<file path="src/rtl/midi_parser_mc.sv">
// Multi-channel MIDI byte-stream parser with running status, channel masking,
// SysEx draining and a first-word-fall-through message FIFO.
// Real-time bytes (F8-FF) bypass the FIFO as a one-cycle pulse.
module midi_parser_mc #(
    parameter int FIFO_DEPTH      = 4,
    parameter int CNT_W           = 8,
    parameter bit VEL0_TO_NOTEOFF = 1'b1
) (
    input  logic                          i_clk_aud,
    input  logic                          i_aud_rst,
    input  logic                          i_byte_valid,
    input  logic [7:0]                    i_midi_byte,
    input  logic [15:0]                   i_chan_mask,
    output logic                          o_msg_valid,
    input  logic                          i_msg_ready,
    output logic [1:0]                    o_msg_len,
    output logic [7:0]                    o_msg [3],
    output logic [$clog2(FIFO_DEPTH):0]   o_fifo_level,
    output logic [CNT_W-1:0]              o_drop_count,
    output logic                          o_rt_valid,
    output logic [7:0]                    o_rt_msg
);

    localparam int AW = $clog2(FIFO_DEPTH);
    localparam int LW = AW + 1;

    typedef struct packed {
        logic [1:0] len;
        logic [7:0] b2;
        logic [7:0] b1;
        logic [7:0] b0;
    } msg_t;

    localparam msg_t MSG_ZERO = '{len: 2'd0, b2: 8'h00, b1: 8'h00, b0: 8'h00};

    // Parser mode: no running status, running status held, or draining SysEx
    typedef enum logic [1:0] {
        M_NORS  = 2'd0,
        M_RS    = 2'd1,
        M_SYSEX = 2'd2
    } mode_e;

    mode_e       mode_q, mode_d;
    logic [7:0]  rs_q, rs_d;
    logic        idx_q, idx_d;
    logic [7:0]  d1_q, d1_d;
    logic        rt_valid_q, rt_valid_d;
    logic [7:0]  rt_msg_q, rt_msg_d;
    logic        s1_valid_q, s1_valid_d;
    msg_t        s1_msg_q, s1_msg_d;
    msg_t        asm_s;
    logic        need_two_s;

    msg_t        mem_q [FIFO_DEPTH];
    msg_t        mem_d [FIFO_DEPTH];
    logic [AW-1:0] wr_ptr_q, wr_ptr_d, rd_ptr_q, rd_ptr_d;
    logic [LW-1:0] level_q, level_d;
    logic [CNT_W-1:0] drop_q, drop_d;
    logic        pop_s, push_s, drop_s, full_s;
    msg_t        head_s;

    // Running status types that carry two data bytes (everything but Cn, Dn, F1, F3)
    assign need_two_s = !((rs_q[7:4] == 4'hC) || (rs_q[7:4] == 4'hD) ||
                          (rs_q == 8'hF1) || (rs_q == 8'hF3));

    // Byte classification, message assembly and stage-1 message capture
    always_comb begin
        mode_d     = mode_q;
        rs_d       = rs_q;
        idx_d      = idx_q;
        d1_d       = d1_q;
        rt_valid_d = 1'b0;
        rt_msg_d   = rt_msg_q;
        s1_valid_d = 1'b0;
        s1_msg_d   = s1_msg_q;

        asm_s = MSG_ZERO;
        if (need_two_s) begin
            asm_s.len = 2'd3;
            asm_s.b1  = d1_q;
            asm_s.b2  = i_midi_byte;
        end else begin
            asm_s.len = 2'd2;
            asm_s.b1  = i_midi_byte;
            asm_s.b2  = 8'h00;
        end
        // Note On with zero velocity is reported as the equivalent Note Off
        if (VEL0_TO_NOTEOFF && (rs_q[7:4] == 4'h9) && (i_midi_byte == 8'h00)) begin
            asm_s.b0 = {4'h8, rs_q[3:0]};
        end else begin
            asm_s.b0 = rs_q;
        end

        if (i_byte_valid) begin
            if (i_midi_byte >= 8'hF8) begin
                // Real-time: pulse only, parser state untouched
                rt_valid_d = 1'b1;
                rt_msg_d   = i_midi_byte;
            end else if (!i_midi_byte[7]) begin
                if (mode_q == M_RS) begin
                    if (need_two_s && !idx_q) begin
                        d1_d  = i_midi_byte;
                        idx_d = 1'b1;
                    end else begin
                        idx_d    = 1'b0;
                        s1_msg_d = asm_s;
                        if (rs_q[7:4] == 4'hF) begin
                            // System common completes and drops running status
                            s1_valid_d = 1'b1;
                            mode_d     = M_NORS;
                        end else begin
                            s1_valid_d = i_chan_mask[rs_q[3:0]];
                        end
                    end
                end else begin
                    // No running status or inside SysEx: data discarded
                    idx_d = idx_q;
                end
            end else begin
                case (i_midi_byte)
                    8'hF0: begin
                        mode_d = M_SYSEX;
                        idx_d  = 1'b0;
                    end
                    8'hF7: begin
                        // Only meaningful as SysEx end; otherwise ignored
                        if (mode_q == M_SYSEX) begin
                            mode_d = M_NORS;
                        end else begin
                            mode_d = mode_q;
                        end
                    end
                    8'hF4, 8'hF5: begin
                        mode_d = M_NORS;
                        idx_d  = 1'b0;
                    end
                    8'hF6: begin
                        mode_d     = M_NORS;
                        idx_d      = 1'b0;
                        s1_valid_d = 1'b1;
                        s1_msg_d   = '{len: 2'd1, b2: 8'h00, b1: 8'h00, b0: 8'hF6};
                    end
                    default: begin
                        // Channel status or F1/F2/F3: start a new message
                        mode_d = M_RS;
                        rs_d   = i_midi_byte;
                        idx_d  = 1'b0;
                    end
                endcase
            end
        end else begin
            mode_d = mode_q;
        end
    end

    // Parser and stage-1 registers
    always_ff @(posedge i_clk_aud or posedge i_aud_rst) begin
        if (i_aud_rst) begin
            mode_q     <= M_NORS;
            rs_q       <= 8'h00;
            idx_q      <= 1'b0;
            d1_q       <= 8'h00;
            rt_valid_q <= 1'b0;
            rt_msg_q   <= 8'h00;
            s1_valid_q <= 1'b0;
            s1_msg_q   <= MSG_ZERO;
        end else begin
            mode_q     <= mode_d;
            rs_q       <= rs_d;
            idx_q      <= idx_d;
            d1_q       <= d1_d;
            rt_valid_q <= rt_valid_d;
            rt_msg_q   <= rt_msg_d;
            s1_valid_q <= s1_valid_d;
            s1_msg_q   <= s1_msg_d;
        end
    end

    assign full_s = (level_q == LW'(FIFO_DEPTH));
    assign pop_s  = o_msg_valid && i_msg_ready;
    // A full FIFO still accepts a write when the head leaves in the same cycle
    assign push_s = s1_valid_q && (!full_s || pop_s);
    assign drop_s = s1_valid_q && full_s && !pop_s;

    // FIFO write/read pointer, level and saturating drop counter next-state
    always_comb begin
        mem_d = mem_q;
        if (push_s) begin
            mem_d[wr_ptr_q] = s1_msg_q;
            wr_ptr_d        = wr_ptr_q + AW'(1);
        end else begin
            wr_ptr_d = wr_ptr_q;
        end
        if (pop_s) begin
            rd_ptr_d = rd_ptr_q + AW'(1);
        end else begin
            rd_ptr_d = rd_ptr_q;
        end
        case ({push_s, pop_s})
            2'b10:   level_d = level_q + LW'(1);
            2'b01:   level_d = level_q - LW'(1);
            default: level_d = level_q;
        endcase
        if (drop_s && (drop_q != {CNT_W{1'b1}})) begin
            drop_d = drop_q + CNT_W'(1);
        end else begin
            drop_d = drop_q;
        end
    end

    // FIFO storage and bookkeeping registers
    always_ff @(posedge i_clk_aud or posedge i_aud_rst) begin
        if (i_aud_rst) begin
            for (int i = 0; i < FIFO_DEPTH; i++) begin
                mem_q[i] <= MSG_ZERO;
            end
            wr_ptr_q <= AW'(0);
            rd_ptr_q <= AW'(0);
            level_q  <= LW'(0);
            drop_q   <= CNT_W'(0);
        end else begin
            mem_q    <= mem_d;
            wr_ptr_q <= wr_ptr_d;
            rd_ptr_q <= rd_ptr_d;
            level_q  <= level_d;
            drop_q   <= drop_d;
        end
    end

    assign head_s       = mem_q[rd_ptr_q];
    assign o_msg_valid  = (level_q != LW'(0));
    assign o_msg_len    = o_msg_valid ? head_s.len : 2'd0;
    assign o_msg[0]     = o_msg_valid ? head_s.b0 : 8'h00;
    assign o_msg[1]     = o_msg_valid ? head_s.b1 : 8'h00;
    assign o_msg[2]     = o_msg_valid ? head_s.b2 : 8'h00;
    assign o_fifo_level = level_q;
    assign o_drop_count = drop_q;
    assign o_rt_valid   = rt_valid_q;
    assign o_rt_msg     = rt_msg_q;

endmodule

</file>
<file path="config.mk">
export PLATFORM = sky130hd
export DESIGN_NAME = midi_parser_mc
export DESIGN_NICKNAME = d
export VERILOG_FILES = /design/src/rtl/midi_parser_mc.sv
export SDC_FILE = /design/constraint.sdc
export NUM_CORES = 1
export LEC_CHECK = 0
export CAP_MARGIN = 15
export CORE_AREA = 3 3 127 129
export DETAILED_ROUTE_END_ITERATION = 10
export DIE_AREA = 0 0 130 132
export DONT_BUFFER_PORTS = 1
export GPL_TIMING_DRIVEN = 0
export PLACE_DENSITY_LB_ADDON = 0.05
export SETUP_SLACK_MARGIN = 0.2
export SYNTH_ARGS = -nofsm -noshare
export SYNTH_HDL_FRONTEND = slang
export SYNTH_SLANG_ARGS = --single-unit
</file>
<file path="constraint.sdc">
create_clock -name i_clk_aud -period 4.4 [get_ports i_clk_aud]
set_input_delay 0.44 -clock i_clk_aud [delete_from_list [all_inputs] [get_ports i_clk_aud]]
set_output_delay 0.44 -clock i_clk_aud [all_outputs]
set_load 0.05 [all_outputs]
</file>
==> flow_summary.yaml, run 1 <==
status:
  status: "completed"
hold_path:
  hold_path_depth: 1
  holdPathEnd: "s1_msg_q[20]"
  hold_path.startpoint: "i_midi_byte[4]"
  hold_class: "primary input to flip-flop"
sta:
  fmax_mhz: 285
  fin_crit_sh_pct: 79.8
  final_max_slew_viol_count: 0
  hold_viol_final: 0
  tightest_slew_ps: 1050
  setup_viol: 0
  hold_slack_ps: 154
  skew_ps: 7.81
  finalSetupTns_ps: 0
  fin_crit_ps: 3510
  setup_slack_ps: 891
  slew_headroom_pct: 30.0
  rsz0062_at_grt: "false"
pwr:
  p_switching_uw: 1740
  combPwrFrac_pct: 24.7
  leakagePower_uw: 0.00405
  seqPwrFrac_pct: 45.0
  powerDensity_mw_per_mm2: 613
  p_int_uw: 3450
  peakVddDrop_mv: 0.326
  clockPowerShare_pct: 30.3
  switching_share_pct: 33.5
cts:
  cts.path.max_buffers: 2
  post_cts_buffers: 0
  cts_max_level: 4
  cts_tree: "yes"
  clock_latency_ps: 420
  ctsRootBufferMaster: "clkbuf_16"
  cts-buffers-inserted: 17
  cts_resized: 0
  cts_sinks: 163
  clkTransAtPathRegs_ps: 60
logic_synthesis:
  syn_area_sq_mm: 0.00749
  synth_edf_count: 0
  synthArstFlopShare_pct: 100
  yosys_register_bits: 163
  ys_types: 54
  ys_seq_area_share_pct: 54.5
  postSynthAreaPerCell_sq_um: 14.6
  ys.flop_type: "dfrtp_1"
  ys_warn_count: 0
  synthCells: 514
global_route:
  grt_pass1_vias: 4462
  antenna_found_initial: 0
  grt_first_pass_wirelength_microns: 25000
  overflow: 0
  grt_max_degree: 45
  grt_usage_pct: 19.1
drt:
  ant_nets: 0
  drt-wirelength-per-cell_microns: 20.7
  drc: 0
  initialDrtViolationCount: 156
  vias: 4228
  viasPerCell: 5.71
  drt-total-wl_microns: 15300
  drtPass1Iterations: 4
critical_path:
  cp_cell_sequence: "or3_1 -> clkbuf_1 -> clkbuf_1 -> and2_1"
  crit_type: "flip-flop to primary output"
  rrSetupSlack_ps: 1600
  cp_slowest_cell: "clkbuf_1"
  crit_path_start_kind: "flip-flop"
  critPathRequiredTime_ps: 3960
  critPathMostFrequentCell: "clkbuf_1"
  r2r-start: "o_fifo_level[0]"
  arrival_ps: 3070
  timing.rr.end: "o_fifo_level[2]"
  end_kind: "primary output"
  cp_max_fo: 10
  rr_worst_depth: 10
  critPathMaxStageDelay_ps: 830
layout:
  syn2layout_area_growth_pct: 12.9
  layout_common_cells: "dfrtp_1 (163), mux2_2 (104), mux4_2 (27)"
  fin_nets: 574
  layout_commonest_cell: "dfrtp_1"
  drive_gt1_share_pct: 38.2
  fin_cells: 740
  diodes: 0
floorplan:
  die_h_microns: 132
  pin_count: 75
  num_rows: 45
  initial_utilization_pct: 49.5
  dieWidth_microns: 130
  dieArea_sq_mm: 0.0172
  coreArea_sq_mm: 0.0151
place:
  hpwlAfterDp_microns: 10800
  dp.cells: 707
  place_ws_ps: 1260
  portBuffers: 0
  routabilityCongestion: 0.770
run:
  maxCapViolations: 0
-- metal layers --
layer,GRT usage (%),part of all wire [%]
met1,28.0,48
met2,29.0,47
met3,4.66,3.9
met4,5.02,1.1
met5,0,0
-- Yosys cell counts, types with 3 or more instances --
master	count	area (sq um)
dfrtp_1	163	4080
mux2_2	104	1170
mux4_2	27	608
and2_1	26	163
inv_1	17	63.8
nand2_1	13	48.8
buf_2	9	45.0
buf_4	9	67.6
mux2i_1	9	90.1
a22o_1	7	61.3
clkbuf_1	7	26.3
mux2_4	7	105
nor3_1	7	35.0
o2bb2ai_1	7	61.3
xor2_1	7	61.3
buf_6	6	67.6
ha_1	6	75.1
o21ai_0	6	30.0
o22a_1	6	52.6
xnor2_1	6	52.6
nand2b_1	5	31.3
nand3_1	5	25.0
a21o_1	4	30.0
a21oi_1	4	20.0
mux2_1	4	45.0
nor2_1	4	15.0
and3_1	3	18.8
nand2_4	3	33.8
nor2b_1	3	18.8
-- through the flow --
| stage | area, sq um | power (uW) | utilization [%] |
|---|---|---|---|
| after floorplan | 7500 | 3320 | - |
| after global placement | 7730 | 3600 | 51.1 |
| after detailed placement | 7810 | 3660 | 51.6 |
| after CTS | 8460 | 5250 | 55.8 |
| after global routing | 8460 | 5450 | 55.8 |
| final | 8460 | 5190 | 55.8 |
-- state kept, by name (all words and copies together), names as in the netlist --
| signal | count |
|---|---|
| wr_ptr_q | 2 |
| o_drop_count | 8 |
| s1_msg_q | 24 |
| o_rt_msg | 8 |
| s1_valid_q | 1 |
| mem_q | 96 |
| o_fifo_level | 3 |
| d1_q | 7 |
| rs_q | 8 |
| o_rt_valid | 1 |
| idx_q | 1 |
| rd_ptr_q | 2 |
| mode_q | 2 |
-- power by group through the flow --
stage	Combinational (uW)	Sequential, uW	Clock (uW)
after floorplan	1100	2220	0
after global placement	1270	2330	0
after detailed placement	1300	2350	0
after CTS	1310	2330	1610
after global routing	1390	2390	1670
final	1280	2330	1570
-- worst max path at each step --
stage | start | endpoint | slack [ps] | depth (start not counted)
2_1_floorplan | o_fifo_level[0] | o_msg[0] | 1810 | 4
3_3_place_gp | i_aud_rst | mem_q[28] | 1090 | 1
3_5_place_dp | o_fifo_level[0] | o_msg[11] | 1260 | 4
4_1_cts | o_fifo_level[0] | o_msg[11] | 800 | 4
5_1_grt | o_fifo_level[0] | o_msg[14] | 720 | 4
6_report | o_fifo_level[0] | o_msg[14] | 890 | 4
-- critical path, delay by kind of cell, from the launching register on --
family	cells	cell delay (ps)
buf+inv	2	1130
simple gates	2	800
flops	1	720
-- cells by family (layout without fill, tap and decap cells) --
group	count (synthesis)	after routing	synth area share [%]
AO/OA/AOI/OAI	45	45	4.81
XOR/XNOR	13	13	1.52
adder cells (fa/ha/maj)	7	7	1.27
buffers and inverters	48	85	3.61
flip-flops	163	163	54.5
multiplexers	151	151	27.0
other	1	2	0.0501
AND/OR/NAND/NOR	86	86	7.33
-- area by class of cell --
class                   count  area [sq um]
repair buffers              5          90.1
fillers                  1245          6690
clock inverters            13           181
multi-input cells         304          3150
inverters                  17          67.6
well taps                 188           235
flip-flops and latches    163          4080
plain buffers              31           206
clock buffers              19           453
-- what timing repair did --
item | 4_1_cts | 5_1_grt
hold buffers | 1 | 0
endpoints found under the hold margin | 22 | 0
endpoints found under the setup margin | 0 | 0
Note: power is estimated with default switching activity, not from simulation.
==> run 2, diff against run 1 <==
==> constraint.sdc (replaced) <==
create_clock -name i_clk_aud -period 2.9 [get_ports i_clk_aud]
set_input_delay 0.29 -clock i_clk_aud [delete_from_list [all_inputs] [get_ports i_clk_aud]]
set_output_delay 0.29 -clock i_clk_aud [all_outputs]
set_load 0.05 [all_outputs]
==> run 2 against run 1 <==
Core utilization increased by 0.55 points; combinational power increased by 56%; cell count increased by 0.41%; critical path depth increased by 1; routed wire length increased by 1.1%; global-route usage increased by 0.13 points; sequential power increased by 52%; die area unchanged; first-iteration DRC count decreased by 2.6%; register-to-register slack got worse by 1300 ps; count of clock-buffer cells in the layout unchanged; sequential share of layout area decreased by 0.43 points; critical path type unchanged; critical endpoint is now o_msg[10].
==> flow_summary.yaml, run 2 (synthesis gave the netlist of run 1 again) <==
critical_path:
  cp_slowest_cell: "mux4_2"
  crit_path_start_kind: "flip-flop"
  crit_type: "flip-flop to primary output"
  cp_max_fo: 10
  critPathMostFrequentCell: "buf_4"
  critPathTopFamily: "buffers and inverters"
  arrival_ps: 2270
  cp_cell_sequence: "buf_2 -> buf_4 -> buf_4 -> mux4_2 -> and2_2"
  critPathMaxStageDelay_ps: 350
  critPathBufInv: 3
  end_kind: "primary output"
  critPathRequiredTime_ps: 2610
pwr:
  powerDensity_mw_per_mm2: 929
  p_switching_uw: 2640
  switching_share_pct: 33.3
  clockPowerShare_pct: 30.1
  combPwrFrac_pct: 25.2
  p_int_uw: 5290
  leakagePower_uw: 0.00410
  seqPwrFrac_pct: 44.7
  peakVddDrop_mv: 0.495
drt:
  drt-total-wl_microns: 15500
  drtPass1Iterations: 4
  vias: 4251
  initialDrtViolationCount: 152
  ant_nets: 0
  drc: 0
  viasPerCell: 5.72
  drt-wirelength-per-cell_microns: 20.9
sta:
  final_max_slew_viol_count: 0
  fin_crit_sh_pct: 88.4
  rsz0062_at_grt: "true"
  fmax_mhz: 390
  slew_headroom_pct: 43.6
  tightest_slew_ps: 840
  fin_crit_ps: 2560
  hold_viol_final: 0
  setup_viol: 0
  skew_ps: 7.85
cts:
  cts.path.max_buffers: 2
  cts_max_level: 4
  cts-buffers-inserted: 17
  cts_tree: "yes"
  post_cts_buffers: 0
  ctsRootBufferMaster: "clkbuf_16"
  clkTransAtPathRegs_ps: 60
  clock_latency_ps: 420
  cts_sinks: 163
layout:
  syn2layout_area_growth_pct: 14.0
  top_register: "mem_q"
  top_regs: "mem_q: 96 flops, s1_msg_q: 24 flops"
  layout_commonest_cell: "dfrtp_1"
  multi_input_area_sq_mm: 0.00318
  diodes: 0
  layout_common_cells: "dfrtp_1 (160), mux2_2 (104), mux4_2 (27)"
  postLayoutCellArea_sq_mm: 0.00854
  largest_reg_flops: 96
  final_core_util_pct: 56.4
  regArea_sq_mm: 0.00408
  drive_gt1_share_pct: 42.7
  fin_nets: 577
  fin_cells: 743
  nFillCells: 1229
place:
  routabilityCongestion: 0.770
  hpwlAfterDp_microns: 10800
  placed_cell_area_sq_mm: 0.00781
  portBuffers: 0
  dp.cells: 707
floorplan:
  dieWidth_microns: 130
  dieArea_sq_mm: 0.0172
  pin_count: 75
  num_rows: 45
  initial_utilization_pct: 49.5
  die_h_microns: 132
  coreArea_sq_mm: 0.0151
run:
  maxCapViolations: 0
global_route:
  grt_first_pass_wirelength_microns: 25200
  overflow: 0
  grt_pass1_vias: 4467
  antenna_found_initial: 0
  grt_usage_pct: 19.3
  grt_max_degree: 45
hold_path:
  hold_class: "primary input to flip-flop"
status:
  status: "completed"
run 2: cell count changes in the layout (fill, tap and decap cells not counted):
cell / previous run / this run
buf_2: 9 / 5
clkbuf_2: 0 / 2
and2_1: 26 / 6
dfrtp_2: 0 / 3
dlygate4sd3_1: 1 / 4
dfrtp_1: 163 / 160
nor4b_2: 1 / 0
clkbuf_4: 0 / 2
clkbuf_1: 7 / 4
and2_2: 0 / 20
nor4b_4: 0 / 1
buf_4: 9 / 12
run 2: final cells by class:
class	count	area share, %
plain buffers	31	2.61
clock buffers	19	5.30
clock inverters	13	2.12
inverters	17	0.791
multi-input cells	304	37.2
flip-flops and latches	163	47.8
well taps	188	2.75
repair buffers	8	1.41
run 2: power groups by stage:
stage | logic [uW] | clock network (uW) | registers, uW
CTS | 2030 | 2440 | 3550
detailed placement | 1980 | 0 | 3570
global route | 2160 | 2530 | 3640
global placement | 1930 | 0 | 3540
floorplan | 1680 | 0 | 3360
finish | 2000 | 2390 | 3550
run 2: through the flow:
| step | power (uW) | worst slack [ps] | hold WS [ps] | setup TNS [ps] |
|---|---|---|---|---|
| 6_report | 7930 | 336 | 21.8 | 0 |
| 5_1_grt | 8340 | 191 | 0.0232 | 0 |
| 4_1_cts | 8020 | 260 | 2.63 | 0 |
| 3_5_place_dp | 5550 | -87.6 | 237 | -591 |
| 3_3_place_gp | 5470 | -260 | 426 | -40360 |
| 2_1_floorplan | 5040 | 464 | 423 | 0 |
run 2: timing repair:
action / CTS / global route
hold buffers: 4 / 0
cloned: 0 / 0
setup endpoints to repair: 23 / 8
endpoints found under the hold margin: 25 / 0
gates resized for setup: 29 / 4
run 2: final timing paths:
path                              endpoint  cells after the start  slack, ps             from
min in group asynchronous        mem_q[19]                      2        400        i_aud_rst
max                              o_msg[10]                      5        340      rd_ptr_q[0]
min                                d1_q[4]                      1         20   i_midi_byte[4]
max reg2reg                o_fifo_level[2]                     10        340  o_fifo_level[0]
max in group asynchronous        mem_q[26]                      5       1410        i_aud_rst
min reg2reg                      mem_q[50]                      1        490        mem_q[50]
run 2: per-layer routing:
metal | vias up | part of all wire, % | GRT usage [%] | wire length, microns
li1 | 1936 | - | - | -
met1 | 2219 | 48 | 28.2 | 7440
met2 | 82 | 47 | 29.1 | 7280
met3 | 14 | 4.0 | 4.66 | 616
met4 | 0 | 1.1 | 4.97 | 172
met5 | - | 0 | 0 | 0
==> run 3, diff against run 2 <==
--- a/config.mk
+++ b/config.mk
@@ -11,6 +11,7 @@
 export DIE_AREA = 0 0 130 132
 export DONT_BUFFER_PORTS = 1
 export GPL_TIMING_DRIVEN = 0
+export HOLD_SLACK_MARGIN = 0.06
 export PLACE_DENSITY_LB_ADDON = 0.05
 export SETUP_SLACK_MARGIN = 0.2
 export SYNTH_ARGS = -nofsm -noshare
==> run 3 against run 2 <==
Cell count is 0.13% higher; via count is 0.31% higher; critical path type is now flip-flop to flip-flop; combinational power hardly changed.
==> flow_summary.yaml, run 3 (synthesis gave the netlist of run 1 again) <==
layout:
  top_regs: "mem_q: 96 flops, s1_msg_q: 24 flops"
  nFillCells: 1229
  regArea_sq_mm: 0.00408
  layout_commonest_cell: "dfrtp_1"
  syn2layout_area_growth_pct: 14.2
  top_register: "mem_q"
  diodes: 0
  largest_reg_flops: 96
  fin_nets: 578
  drive_gt1_share_pct: 42.6
  final_core_util_pct: 56.5
  layout_common_cells: "dfrtp_1 (160), mux2_2 (104), mux4_2 (27)"
  multi_input_area_sq_mm: 0.00318
sta:
  final_max_slew_viol_count: 0
  rsz0062_at_grt: "true"
  skew_ps: 7.75
  fin_crit_ps: 2560
  finalSetupTns_ps: 0
  hold_viol_final: 0
  setup_viol: 0
  tightest_slew_ps: 832
  slew_headroom_pct: 44.1
  fmax_mhz: 391
  fin_crit_sh_pct: 88.3
place:
  routabilityCongestion: 0.770
  hpwlAfterDp_microns: 10800
  portBuffers: 0
cts:
  ctsRootBufferMaster: "clkbuf_16"
  cts_max_level: 4
  cts_sinks: 163
  clock_latency_ps: 420
  clkTransAtPathRegs_ps: 60
  cts_tree: "yes"
  cts-buffers-inserted: 17
  cts.path.max_buffers: 2
  post_cts_buffers: 0
floorplan:
  initial_utilization_pct: 49.5
  dieArea_sq_mm: 0.0172
  coreArea_sq_mm: 0.0151
  die_h_microns: 132
  pin_count: 75
  num_rows: 45
  dieWidth_microns: 130
global_route:
  overflow: 0
  grt_usage_pct: 19.4
  grt_first_pass_wirelength_microns: 25300
  grt_max_degree: 45
  grt_pass1_vias: 4510
  antenna_found_initial: 0
  use_met3_pct: 4.66
  grt_busiest_layer: "met2"
  grtUsageMet1_pct: 28.4
  globalRouteMet2Util_pct: 29.3
critical_path:
  crit_path_start_kind: "flip-flop"
  crit_type: "flip-flop to flip-flop"
  end_kind: "flip-flop"
  rrSetupSlack_ps: 340
  rr_worst_depth: 10
  critPathMaxStageDelay_ps: 550
  critPathRequiredTime_ps: 3230
  cp_slowest_cell: "dfrtp_2"
  r2r-start: "o_fifo_level[0]"
  cp_max_fo: 8
  cp_cell_sequence: "nor4b_4 -> nor2b_1 -> buf_4 -> inv_1 -> ha_1 -> inv_1 -> fa_1 -> xor2_1 -> nor2_1 -> xor2_1"
  timing.rr.end: "o_fifo_level[2]"
  arrival_ps: 2890
drt:
  ant_nets: 0
  drtPass1Iterations: 4
  vias: 4264
  drt-total-wl_microns: 15600
  drt-wirelength-per-cell_microns: 20.9
  viasPerCell: 5.73
  drc: 0
  initialDrtViolationCount: 179
pwr:
  powerDensity_mw_per_mm2: 928
  p_switching_uw: 2650
  clockPowerShare_pct: 30.1
  finalPower_uw: 7940
  switching_share_pct: 33.3
  seqPwrFrac_pct: 44.7
  combPwrFrac_pct: 25.2
  leakagePower_uw: 0.00410
  p_int_uw: 5290
  peakVddDrop_mv: 0.496
hold_path:
  holdPathEnd: "s1_msg_q[14]"
  hold_path_depth: 2
  hold_path.startpoint: "i_midi_byte[6]"
  hold_class: "primary input to flip-flop"
run:
  maxCapViolations: 0
status:
  status: "completed"
==> run 3: cell count changes in the layout (fill, tap and decap cells not counted) <==
cell	delta
dlygate4sd3_1	+1
==> run 3: routing by layer <==
layer / vias to the layer above / wire length (microns)
li1: 1936 / -
met1: 2226 / 7480
met2: 88 / 7320
met5: - / 0
met3: 14 / 615
met4: 0 / 172
==> run 3: timing repair <==
item / in CTS / in global routing
hold buffers: 5 / 0
resized for setup: 29 / 4
endpoints found under the hold margin: 32 / 0
setup endpoints to repair: 23 / 8
gates cloned: 0 / 0
==> run 3: power by group through the flow <==
stage	logic (uW)	registers [uW]	clock network, uW
after floorplan	1680	3360	0
after global placement	1930	3540	0
after detailed placement	1980	3570	0
after CTS	2040	3550	2440
after global routing	2160	3640	2530
final	2000	3550	2390
==> run 3: worst max-delay path by stage <==
stage | end | startpoint | slack, ps | depth (start not counted)
after global placement | mem_q[28] | i_aud_rst | -260 | 1
after detailed placement | o_msg[11] | o_fifo_level[0] | -90 | 4
after global routing | o_fifo_level[2] | o_fifo_level[0] | 190 | 10
final | o_fifo_level[2] | o_fifo_level[0] | 340 | 10
after floorplan | o_msg[0] | o_fifo_level[0] | 460 | 4
after CTS | o_msg[23] | rd_ptr_q[1] | 260 | 5
==> run 3: area by class of cell <==
| cell class | instances | share of cell area (%) |
|---|---|---|
| Inverter | 17 | 0.790 |
| Multi-Input combinational cell | 304 | 37.2 |
| Tap cell | 188 | 2.75 |
| Timing Repair Buffer | 9 | 1.52 |
| Buffer | 31 | 2.60 |
| Sequential cell | 163 | 47.7 |
| Clock buffer | 19 | 5.30 |
| Clock inverter | 13 | 2.12 |
==> run 3: worst max-delay path: cells and delay by family (launching register included) <==
| family | cells | cell delay, ps |
|---|---|---|
| and+or+nand+nor | 3 | 750 |
| DFF | 1 | 550 |
| xor gates and xnor gates | 2 | 300 |
| adders and majority gates | 2 | 540 |
| buffers and inverters | 3 | 350 |
==> run 3: stage by stage <==
stage | cells | hold slack, ps | instance area [sq um] | setup WS (ps)
5_1_grt | 744 | 79.9 | 8550 | 191
3_3_place_gp | 703 | 426 | 7730 | -260
4_1_cts | 744 | 75.4 | 8550 | 260
3_5_place_dp | 707 | 237 | 7810 | -87.6
2_1_floorplan | 515 | 423 | 7500 | 464
6_report | 744 | 94.9 | 8550 | 339
